File: config.mk
export PLATFORM = sky130hd
export DESIGN_NAME = mux_sel_arbiter_flat
export DESIGN_NICKNAME = d
export VERILOG_FILES = /design/src/rtl/mux_sel_arbiter_if.sv /design/src/rtl/mux_sel_arbiter.sv /design/src/flat_wrapper.sv
export SDC_FILE = /design/constraint.sdc
export NUM_CORES = 1
export LEC_CHECK = 0
export CELL_PAD_IN_SITES_DETAIL_PLACEMENT = 0
export CELL_PAD_IN_SITES_GLOBAL_PLACEMENT = 1
export CORE_ASPECT_RATIO = 1.25
export CORE_MARGIN = 2
export CORE_UTILIZATION = 25
export CTS_CLUSTER_DIAMETER = 150
export DETAILED_ROUTE_END_ITERATION = 16
export DONT_BUFFER_PORTS = 1
export GPL_TIMING_DRIVEN = 0
export HOLD_SLACK_MARGIN = 0.06
export PLACE_DENSITY = 0.57
export RECOVER_POWER = 50
export SLEW_MARGIN = 20
export SYNTH_ARGS = -nofsm -noshare
export SYNTH_HDL_FRONTEND = slang
export SYNTH_SLANG_ARGS = --single-unit
File: constraint.sdc
create_clock -name clk_in -period 1.75 [get_ports clk_in]
set_input_delay 0.175 -clock clk_in [delete_from_list [all_inputs] [get_ports clk_in]]
set_output_delay 0.175 -clock clk_in [all_outputs]
set_load 0.02 [all_outputs]
File: src/rtl/mux_sel_arbiter_if.sv
// Arbiter-to-mux bus: channel requests and release in, owner select and grant out.
// The master modport is the side that issues requests (the requesting channels or a bench);
// the slave modport is the arbiter itself.
interface mux_sel_arbiter_if;
  logic [3:0] req_in;
  logic       done_in;
  logic [1:0] sel_out;
  logic [3:0] grant_out;
  logic       valid_out;
  logic       timeout_out;

  modport master (
    output req_in,
    output done_in,
    input  sel_out,
    input  grant_out,
    input  valid_out,
    input  timeout_out
  );

  modport slave (
    input  req_in,
    input  done_in,
    output sel_out,
    output grant_out,
    output valid_out,
    output timeout_out
  );
endinterface

File: src/rtl/mux_sel_arbiter.sv
// Round-robin 4-channel arbiter driving the select of a downstream 4:1 mux.
// An owner keeps the select until it releases (done), withdraws its request,
// or reaches the hold limit. On release the next owner is chosen on the same
// edge, with the released channel at lowest priority. All outputs are registered.
module mux_sel_arbiter #(
  parameter int MAX_HOLD = 15,
  parameter int CNT_W    = 4
) (
  input  logic               clk_in,
  input  logic               rst_n_in,
  mux_sel_arbiter_if.slave   bus
);

  typedef enum logic {
    ST_IDLE  = 1'b0,
    ST_GRANT = 1'b1
  } state_t;

  localparam logic [CNT_W-1:0] HOLD_LIMIT = CNT_W'(MAX_HOLD);
  localparam logic [CNT_W-1:0] CNT_MAX    = {CNT_W{1'b1}};
  localparam bit               TIMEOUT_EN = (MAX_HOLD != 0);

  // Round-robin search starting after 'last'; result is {found, index}.
  // The candidate at offset 4 wraps back to 'last' itself, so it is tried last.
  function automatic logic [2:0] rr_pick(input logic [3:0] req, input logic [1:0] last);
    logic [2:0] res;
    logic [1:0] cand;
    res = 3'b000;
    for (int k = 1; k <= 4; k++) begin
      cand = last + 2'(k);
      if (!res[2] && req[cand]) begin
        res = {1'b1, cand};
      end
    end
    return res;
  endfunction

  // Binary channel index to one-hot grant vector.
  function automatic logic [3:0] to_onehot(input logic [1:0] idx);
    return 4'b0001 << idx;
  endfunction

  state_t           state_q, state_d;
  logic [1:0]       sel_q, sel_d;
  logic [3:0]       grant_q, grant_d;
  logic             valid_q, valid_d;
  logic             timeout_q, timeout_d;
  logic [CNT_W-1:0] cnt_q, cnt_d;
  logic [1:0]       last_q, last_d;

  logic [2:0]       idle_pick_s;
  logic [2:0]       rel_pick_s;
  logic             rel_done_s;
  logic             rel_drop_s;
  logic             rel_limit_s;
  logic             release_s;
  logic             forced_s;

  // Release decision for the current owner and the candidate winners for both states.
  always_comb begin
    idle_pick_s = rr_pick(bus.req_in, last_q);
    rel_pick_s  = rr_pick(bus.req_in, sel_q);
    rel_done_s  = bus.done_in;
    rel_drop_s  = !bus.req_in[sel_q];
    rel_limit_s = TIMEOUT_EN && (cnt_q == HOLD_LIMIT);
    release_s   = rel_done_s || rel_drop_s || rel_limit_s;
    // Timeout is flagged only when neither higher-priority release reason applies.
    forced_s    = rel_limit_s && !rel_done_s && !rel_drop_s;
  end

  // Next-state and output logic; timeout is a single-cycle pulse, so it defaults low.
  always_comb begin
    state_d   = state_q;
    sel_d     = sel_q;
    grant_d   = grant_q;
    valid_d   = valid_q;
    timeout_d = 1'b0;
    cnt_d     = cnt_q;
    last_d    = last_q;
    case (state_q)
      ST_IDLE: begin
        if (idle_pick_s[2]) begin
          state_d = ST_GRANT;
          sel_d   = idle_pick_s[1:0];
          grant_d = to_onehot(idle_pick_s[1:0]);
          valid_d = 1'b1;
          cnt_d   = {{(CNT_W-1){1'b0}}, 1'b1};
        end else begin
          valid_d = 1'b0;
          grant_d = 4'b0000;
        end
      end
      ST_GRANT: begin
        if (release_s) begin
          last_d    = sel_q;
          timeout_d = forced_s;
          if (rel_pick_s[2]) begin
            // Back-to-back handover (possibly to the same channel) restarts the hold count.
            sel_d   = rel_pick_s[1:0];
            grant_d = to_onehot(rel_pick_s[1:0]);
            valid_d = 1'b1;
            cnt_d   = {{(CNT_W-1){1'b0}}, 1'b1};
          end else begin
            // No requester left: drop the grant but keep sel so the mux output stays steady.
            state_d = ST_IDLE;
            valid_d = 1'b0;
            grant_d = 4'b0000;
            cnt_d   = {CNT_W{1'b0}};
          end
        end else begin
          // Owner retained: count up, saturating so the counter never wraps.
          if (cnt_q != CNT_MAX) begin
            cnt_d = cnt_q + 1'b1;
          end else begin
            cnt_d = cnt_q;
          end
        end
      end
      default: begin
        state_d = ST_IDLE;
        valid_d = 1'b0;
        grant_d = 4'b0000;
        cnt_d   = {CNT_W{1'b0}};
      end
    endcase
  end

  // State and output registers with synchronous active-low reset; last=3 makes ch0 first.
  always_ff @(posedge clk_in) begin
    if (!rst_n_in) begin
      state_q   <= ST_IDLE;
      sel_q     <= 2'd0;
      grant_q   <= 4'b0000;
      valid_q   <= 1'b0;
      timeout_q <= 1'b0;
      cnt_q     <= {CNT_W{1'b0}};
      last_q    <= 2'd3;
    end else begin
      state_q   <= state_d;
      sel_q     <= sel_d;
      grant_q   <= grant_d;
      valid_q   <= valid_d;
      timeout_q <= timeout_d;
      cnt_q     <= cnt_d;
      last_q    <= last_d;
    end
  end

  assign bus.sel_out     = sel_q;
  assign bus.grant_out   = grant_q;
  assign bus.valid_out   = valid_q;
  assign bus.timeout_out = timeout_q;

endmodule

File: src/flat_wrapper.sv
// flat-port wrapper written by rule: the top's interface ports become plain ports
module mux_sel_arbiter_flat 
#(
  parameter int MAX_HOLD = 15,
  parameter int CNT_W    = 4
)
  (clk_in, rst_n_in, bus_req_in, bus_done_in, bus_sel_out, bus_grant_out, bus_valid_out, bus_timeout_out);
  mux_sel_arbiter_if bus_i ();
  input  logic clk_in;
  input  logic rst_n_in;
  input wire logic [$bits(bus_i.req_in)-1:0] bus_req_in;
  input wire logic [$bits(bus_i.done_in)-1:0] bus_done_in;
  output wire logic [$bits(bus_i.sel_out)-1:0] bus_sel_out;
  output wire logic [$bits(bus_i.grant_out)-1:0] bus_grant_out;
  output wire logic [$bits(bus_i.valid_out)-1:0] bus_valid_out;
  output wire logic [$bits(bus_i.timeout_out)-1:0] bus_timeout_out;
  assign bus_i.req_in = bus_req_in;
  assign bus_i.done_in = bus_done_in;
  assign bus_sel_out = bus_i.sel_out;
  assign bus_grant_out = bus_i.grant_out;
  assign bus_valid_out = bus_i.valid_out;
  assign bus_timeout_out = bus_i.timeout_out;
  mux_sel_arbiter #(.MAX_HOLD(MAX_HOLD), .CNT_W(CNT_W)) u_core (.clk_in(clk_in), .rst_n_in(rst_n_in), .bus(bus_i));
endmodule
**Word-level counts from Yosys, hierarchy flattened**

Cells that the tools add are included.

- Flip-flop bits (word level): 15
- Input bits: 7
- Word-level logic and storage cells: 96

- $add $sub $neg: 7
- Order comparisons: 8
- Equal/unequal tests: 6
- Shifts and indexed selects: 2
- Mux-type cells: 43
- Bitwise logic cells: 1
- Reductions and logical operators: 22

Operators with widths:

| cell | number |
|---|---|
| $lt 2x3->1 const B | 8 |
| $mux 3 | 8 |
| $mux 4 | 6 |
| $bmux 1 s2 | 8 |
| $pmux 4 s2 | 2 |
| $mux 1 | 13 |
| $add 2x2->2 const B | 4 |
| $logic_and 1x1->1 | 8 |
| $logic_not 1->1 | 8 |
| $shl 1x2->4 const A | 2 |
| $mux 2 | 3 |
| $reduce_and 3->1 | 2 |
| $add 2x1->2 const B | 2 |
| $add 4x1->4 const B | 1 |
| $eq 4x4->1 const B | 1 |
| $ne 2x2->1 const B | 2 |
| $ne 4x4->1 const B | 1 |
| $pmux 1 s2 | 2 |
| $pmux 2 s2 | 1 |
| $reduce_and 2->1 | 2 |
| $ne 3x3->1 const B | 1 |
| $logic_or 1x1->1 | 2 |
| $ne 2x1->1 const B | 1 |
| $not 1->1 | 1 |

**Logic depth before layout (Yosys ltp)**

- Word-level depth: 17
- Depth in mapped cells: 7
- Mapped depth without buffers: 6

**Least setup slack after synthesis**

OpenSTA, ideal clock, no wires.

- Path type: register to register
- Start: register u_core.sel_q[1], in the netlist u_core.bus.sel_out[1]
- End: register u_core.last_q[0]
- Setup time: 116 ps
- Arrival time: 1683 ps
- Slack: -49 ps
- Stages on the path, launching flop included: 7
- Buffers on the path: 1
- Clock period less this slack: 1799 ps
- Path through: dfxtp_1 buf_6 mux4_2 nor2b_4 a21oi_2 mux2i_1 nand2_1

- Cells in the longest elaborated chain, start to end: 6

Ends and longest elaborated chain:

| what | line | RTL |
|---|---|---|
| start: declaration | mux_sel_arbiter.sv:44 | `logic [1:0] sel_q, sel_d;` |
| start signal: assignment | mux_sel_arbiter.sv:140 | `sel_q <= sel_d;` |
| $bmux 1 s2 | mux_sel_arbiter.sv:64 | `rel_drop_s = !bus.req_in[sel_q];` |
| $mux 1 (not written as such) | mux_sel_arbiter.sv:64 |  |
| $logic_not 1->1 | mux_sel_arbiter.sv:64 |  |
| $logic_or 1x1->1 (2 in series) | mux_sel_arbiter.sv:66 | `release_s = rel_done_s \|\| rel_drop_s \|\| rel_limit_s;` |
| $reduce_and 2->1 (no line) | - |  |
| end signal: assignment | mux_sel_arbiter.sv:145 | `last_q <= last_d;` |
| end: declaration | mux_sel_arbiter.sv:49 | `logic [1:0] last_q, last_d;` |

No other way between the ends. The select of a mux whose other input is x is not followed.
A chain may end at the register's enable or synchronous reset.

**Final worst setup path**

- Start: register u_core.sel_q[1], in the netlist u_core.bus.sel_out[1]
- End: register u_core.last_q[1]

- Cells in the longest elaborated chain, start to end: 6

Ends and longest elaborated chain:

| what | line |
|---|---|
| $bmux 1 s2 | mux_sel_arbiter.sv:64 |
| $mux 1 (not written as such) | mux_sel_arbiter.sv:64 |
| $logic_not 1->1 | mux_sel_arbiter.sv:64 |
| $logic_or 1x1->1 (2 in series) | mux_sel_arbiter.sv:66 |
| $reduce_and 2->1 (no line) | - |

Parallel ways exist; a longest one is shown, timed or not. The select of a mux whose other input is x is not followed.

==> results.txt <==
----------------------------------------------------
[Floorplanning]
  Number of placed I/O pins ... 15
  Initial Utilization ... 26.4%
  Area of the die ... 0.00425 mm²
  Horiz. Die Dim ... 58.7 µm
  Core footprint ... roughly 0.0035 mm²
  DIE HEIGHT ... between 70 and 80 µm
  Number of standard-cell rows in the floorplan ... 24

[STA]
  Final worst clock skew ... 0.00187 ns
  Slew Limit Fails ... 0
  Unrepaired setup endpoints after global routing ... true
  Maximum operating frequency ... 587 MHz
  Setup slack after layout ... 0.0477 ns
  Shortest clock period the worst path allows after layout ... 1.70 ns
  Measured slew at the worst slew-check pin ... ~0.35 ns
  Final count of hold timing violations ... 1
  Worst slack on hold paths ... -0.00763 ns
  # setup viols final ... 0
  Setup TNS ... 0 ns
  Final clock period utilization by the worst path ... between 90% and 100%
  Relative slew slack ... 76.8%

[Worst setup path]
  Crit path max fanout ... 2
  Maximum single-stage delay on the critical path ... 0.54 ns
  Kind of cell adding the most delay to the critical path ... multiplexers
  Cells traversed along the worst timing path ... buf_8 -> mux4_2 -> nor2b_4 -> a21oi_4 -> mux2i_1 -> nand2_1
  Data arrival time at the worst-slack endpoint ... 1.84 ns
  Number of buffers and inverters on the critical path ... 1
  Category of the most critical setup path ... flip-flop to flip-flop
  Kind of end point of the critical path ... flip-flop
  Crit start category ... flip-flop
  CP Data Required Time ... 1.89 ns
  Worst path slowest cell ... sky130_fd_sc_hd__mux4_2

[Synthesis]
  Sequential-to-total area share from yosys stat ... about a third
  Synthesis-stage register bit count ... 15
  Warning count from the yosys run ... 0
  Number of flops mapped to enable cells by yosys ... 0
  Total nets after synthesis ... 116
  Number of different library cells in the post-synthesis netlist ... 42
  Mapped Area ... roughly 930 µm²
  Synthesized instance count ... 108
  Async set-or-reset flop fraction in the synthesized netlist ... 0%
  Average cell area after synthesis ... 8.65 µm²
  Commonest register cell after synthesis ... sky130_fd_sc_hd__dfxtp_1

[Clocking]
  CTS root buffer ... sky130_fd_sc_hd__clkbuf_8
  Number of buffers inserted during clock tree synthesis ... 3
  Clock tree buffer depth ... 2
  Clock network latency to the later pin of the worst-skew pair ... 0.24 ns
  Clock transition at path regs ... ~0.06 ns
  Number of H-tree levels ... 1
  CTS Hold Bufs ... 1
  Clock tree sinks ... 15
  Clock tree from TritonCTS ... built

[Placement]
  Post-detail-place hpwl ... 1.64 mm
  Last weighted congestion value of the routability-driven placer ... 0.715
  Post-Place Cell Area ... 985 µm²
  Placed insts ... between 100 and 150
  Worst slack at placement ... -0.0566 ns
  Quantity of I/O buffers inserted on ports ... 0

[Route]
  Average wire length per cell after detail routing ... about 14 µm
  Routed WL ... 2.20 mm
  Detailed-routing iteration count for the pre-antenna-repair pass ... 10
  Via density per instance ... about 5.2
  Number of remaining DRC errors ... 1
  Number of DRC markers after the initial detailed-route iteration ... 47
  Number of routed nets with antenna violations ... 0
  Vias post-DR ... 803

[Cells and area]
  Fill count ... roughly 400
  Core occupancy in the finished layout ... 30.1%
  Final design instance area without fill ... 0.00107 mm²
  Area growth from synthesis to layout ... 14.2%
  Final non-filler cell total ... approximately 150
  Layout cells sized above 1 ... around a fifth
  Most used cells in the layout excluding fill and tap cells ... sky130_fd_sc_hd__nand2_1 (13), sky130_fd_sc_hd__dfxtp_1 (13), sky130_fd_sc_hd__a21oi_1 (11)
  Final antenna diode count ... 0
  Number of nets in the finished design ... around 120

[Hold path]
  Type of the worst min-delay path ... input pin to flip-flop

[Power and ir drop]
  Leak pwr ... between 0.3 and 0.4 nW
  Power consumption ... ~0.92 mW
  Power density of the placed cells ... 864 mW/mm²
  Max rail drop VDD ... 0.219 mV

[Global route]
  Tot GR Track Use ... 11.6%
  Vias in the first global route ... 799
  First-pass GRT wire length ... 3.76 mm
  Pin count of the biggest net entering global routing ... 11
  Total grt overflow ... 0
  Number of antenna violations at the first check in global routing ... 0

[Run status]
  Violations in the final reports ... design-rule violations, negative hold slack
  Result of the run ... finished, violations left

[Run]
  Max Cap Violations ... 0

----------------------------------------------------
synth_stat cells, types with 3 or more instances:
cell type                  count  area, µm²
sky130_fd_sc_hd__dfxtp_1      15        300
sky130_fd_sc_hd__nand2_1      13       48.8
sky130_fd_sc_hd__a21oi_1      11       55.1
sky130_fd_sc_hd__nand2b_1      5       31.3
sky130_fd_sc_hd__o21ai_1       5       25.0
sky130_fd_sc_hd__mux2i_1       4       40.0
sky130_fd_sc_hd__nor2_1        4       15.0
sky130_fd_sc_hd__a31oi_1       3       18.8
sky130_fd_sc_hd__buf_2         3       15.0
sky130_fd_sc_hd__nand3b_1      3       22.5
sky130_fd_sc_hd__nor2b_1       3       18.8
sky130_fd_sc_hd__o21ai_0       3       15.0
cells by family after synthesis:
family / Yosys count / synth area share, %
AO/OA/AOI/OAI: 37 / 26.0
adder cells (fa/ha/maj): 1 / 1.34
buffers and inverters: 10 / 8.30
flip-flops: 15 / 32.1
multiplexers: 5 / 6.69
AND/OR/NAND/NOR: 40 / 25.6
layout make-up:
| type | count | area [µm²] | share of cell area [%] |
|---|---|---|---|
| multi-input combinational | 83 | 569 | 53.3 |
| inverter | 2 | 7.51 | 0.703 |
| clock buffer | 4 | 45.0 | 4.22 |
| tap | 39 | 48.8 | 4.57 |
| sequential | 15 | 305 | 28.6 |
| buffer | 8 | 73.8 | 6.92 |
| timing repair buffer | 2 | 17.5 | 1.64 |
per-layer routing:
layer	track usage [%]	part of all wire, %	vias up	wire length [µm]
met5	0	0	-	0
li1	-	-	408	-
met2	18.7	51	10	1120
met4	4.55	1.0	0	23
met1	15.2	45	383	993
met3	1.96	2.9	2	63
state kept, by name (all words and copies together) (netlist names):
name,flops
u_core.bus.timeout_out,1
u_core.last_q,2
u_core.bus.valid_out,1
u_core.state_q,1
u_core.bus.sel_out,2
u_core.cnt_q,4
u_core.bus.grant_out,4
path summary, 6_finish.rpt:
check | slack [ns] | end | startpoint | cells after the start
setup reg to reg | 0.05 | u_core.last_q[1]$_SDFFE_PN1P_ | u_core.bus.sel_out[1]$_SDFFE_PN0P_ | 6
hold / removal | -0.008 | u_core.last_q[0]$_SDFFE_PN1P_ | rst_n_in | 1
hold reg to reg | 0.50 | u_core.cnt_q[3]$_SDFFE_PN0P_ | u_core.cnt_q[3]$_SDFFE_PN0P_ | 2
setup / recovery | 0.05 | u_core.last_q[1]$_SDFFE_PN1P_ | u_core.bus.sel_out[1]$_SDFFE_PN0P_ | 6
power by group:
part           leakage, nW  internal, mW  switching, mW  total [mW]
Sequential           0.125         0.371         0.0478       0.419
Combinational        0.249         0.111          0.111       0.223
Clock               0.0228         0.161          0.120       0.281
what timing repair did:
item	CTS	global route
resized for setup	2	3
endpoints found under the setup margin	3	9
buffers inserted	1	0
pin swaps	1	4
endpoints found under the hold margin	3	2
Power figures use the tool's default switching activity.
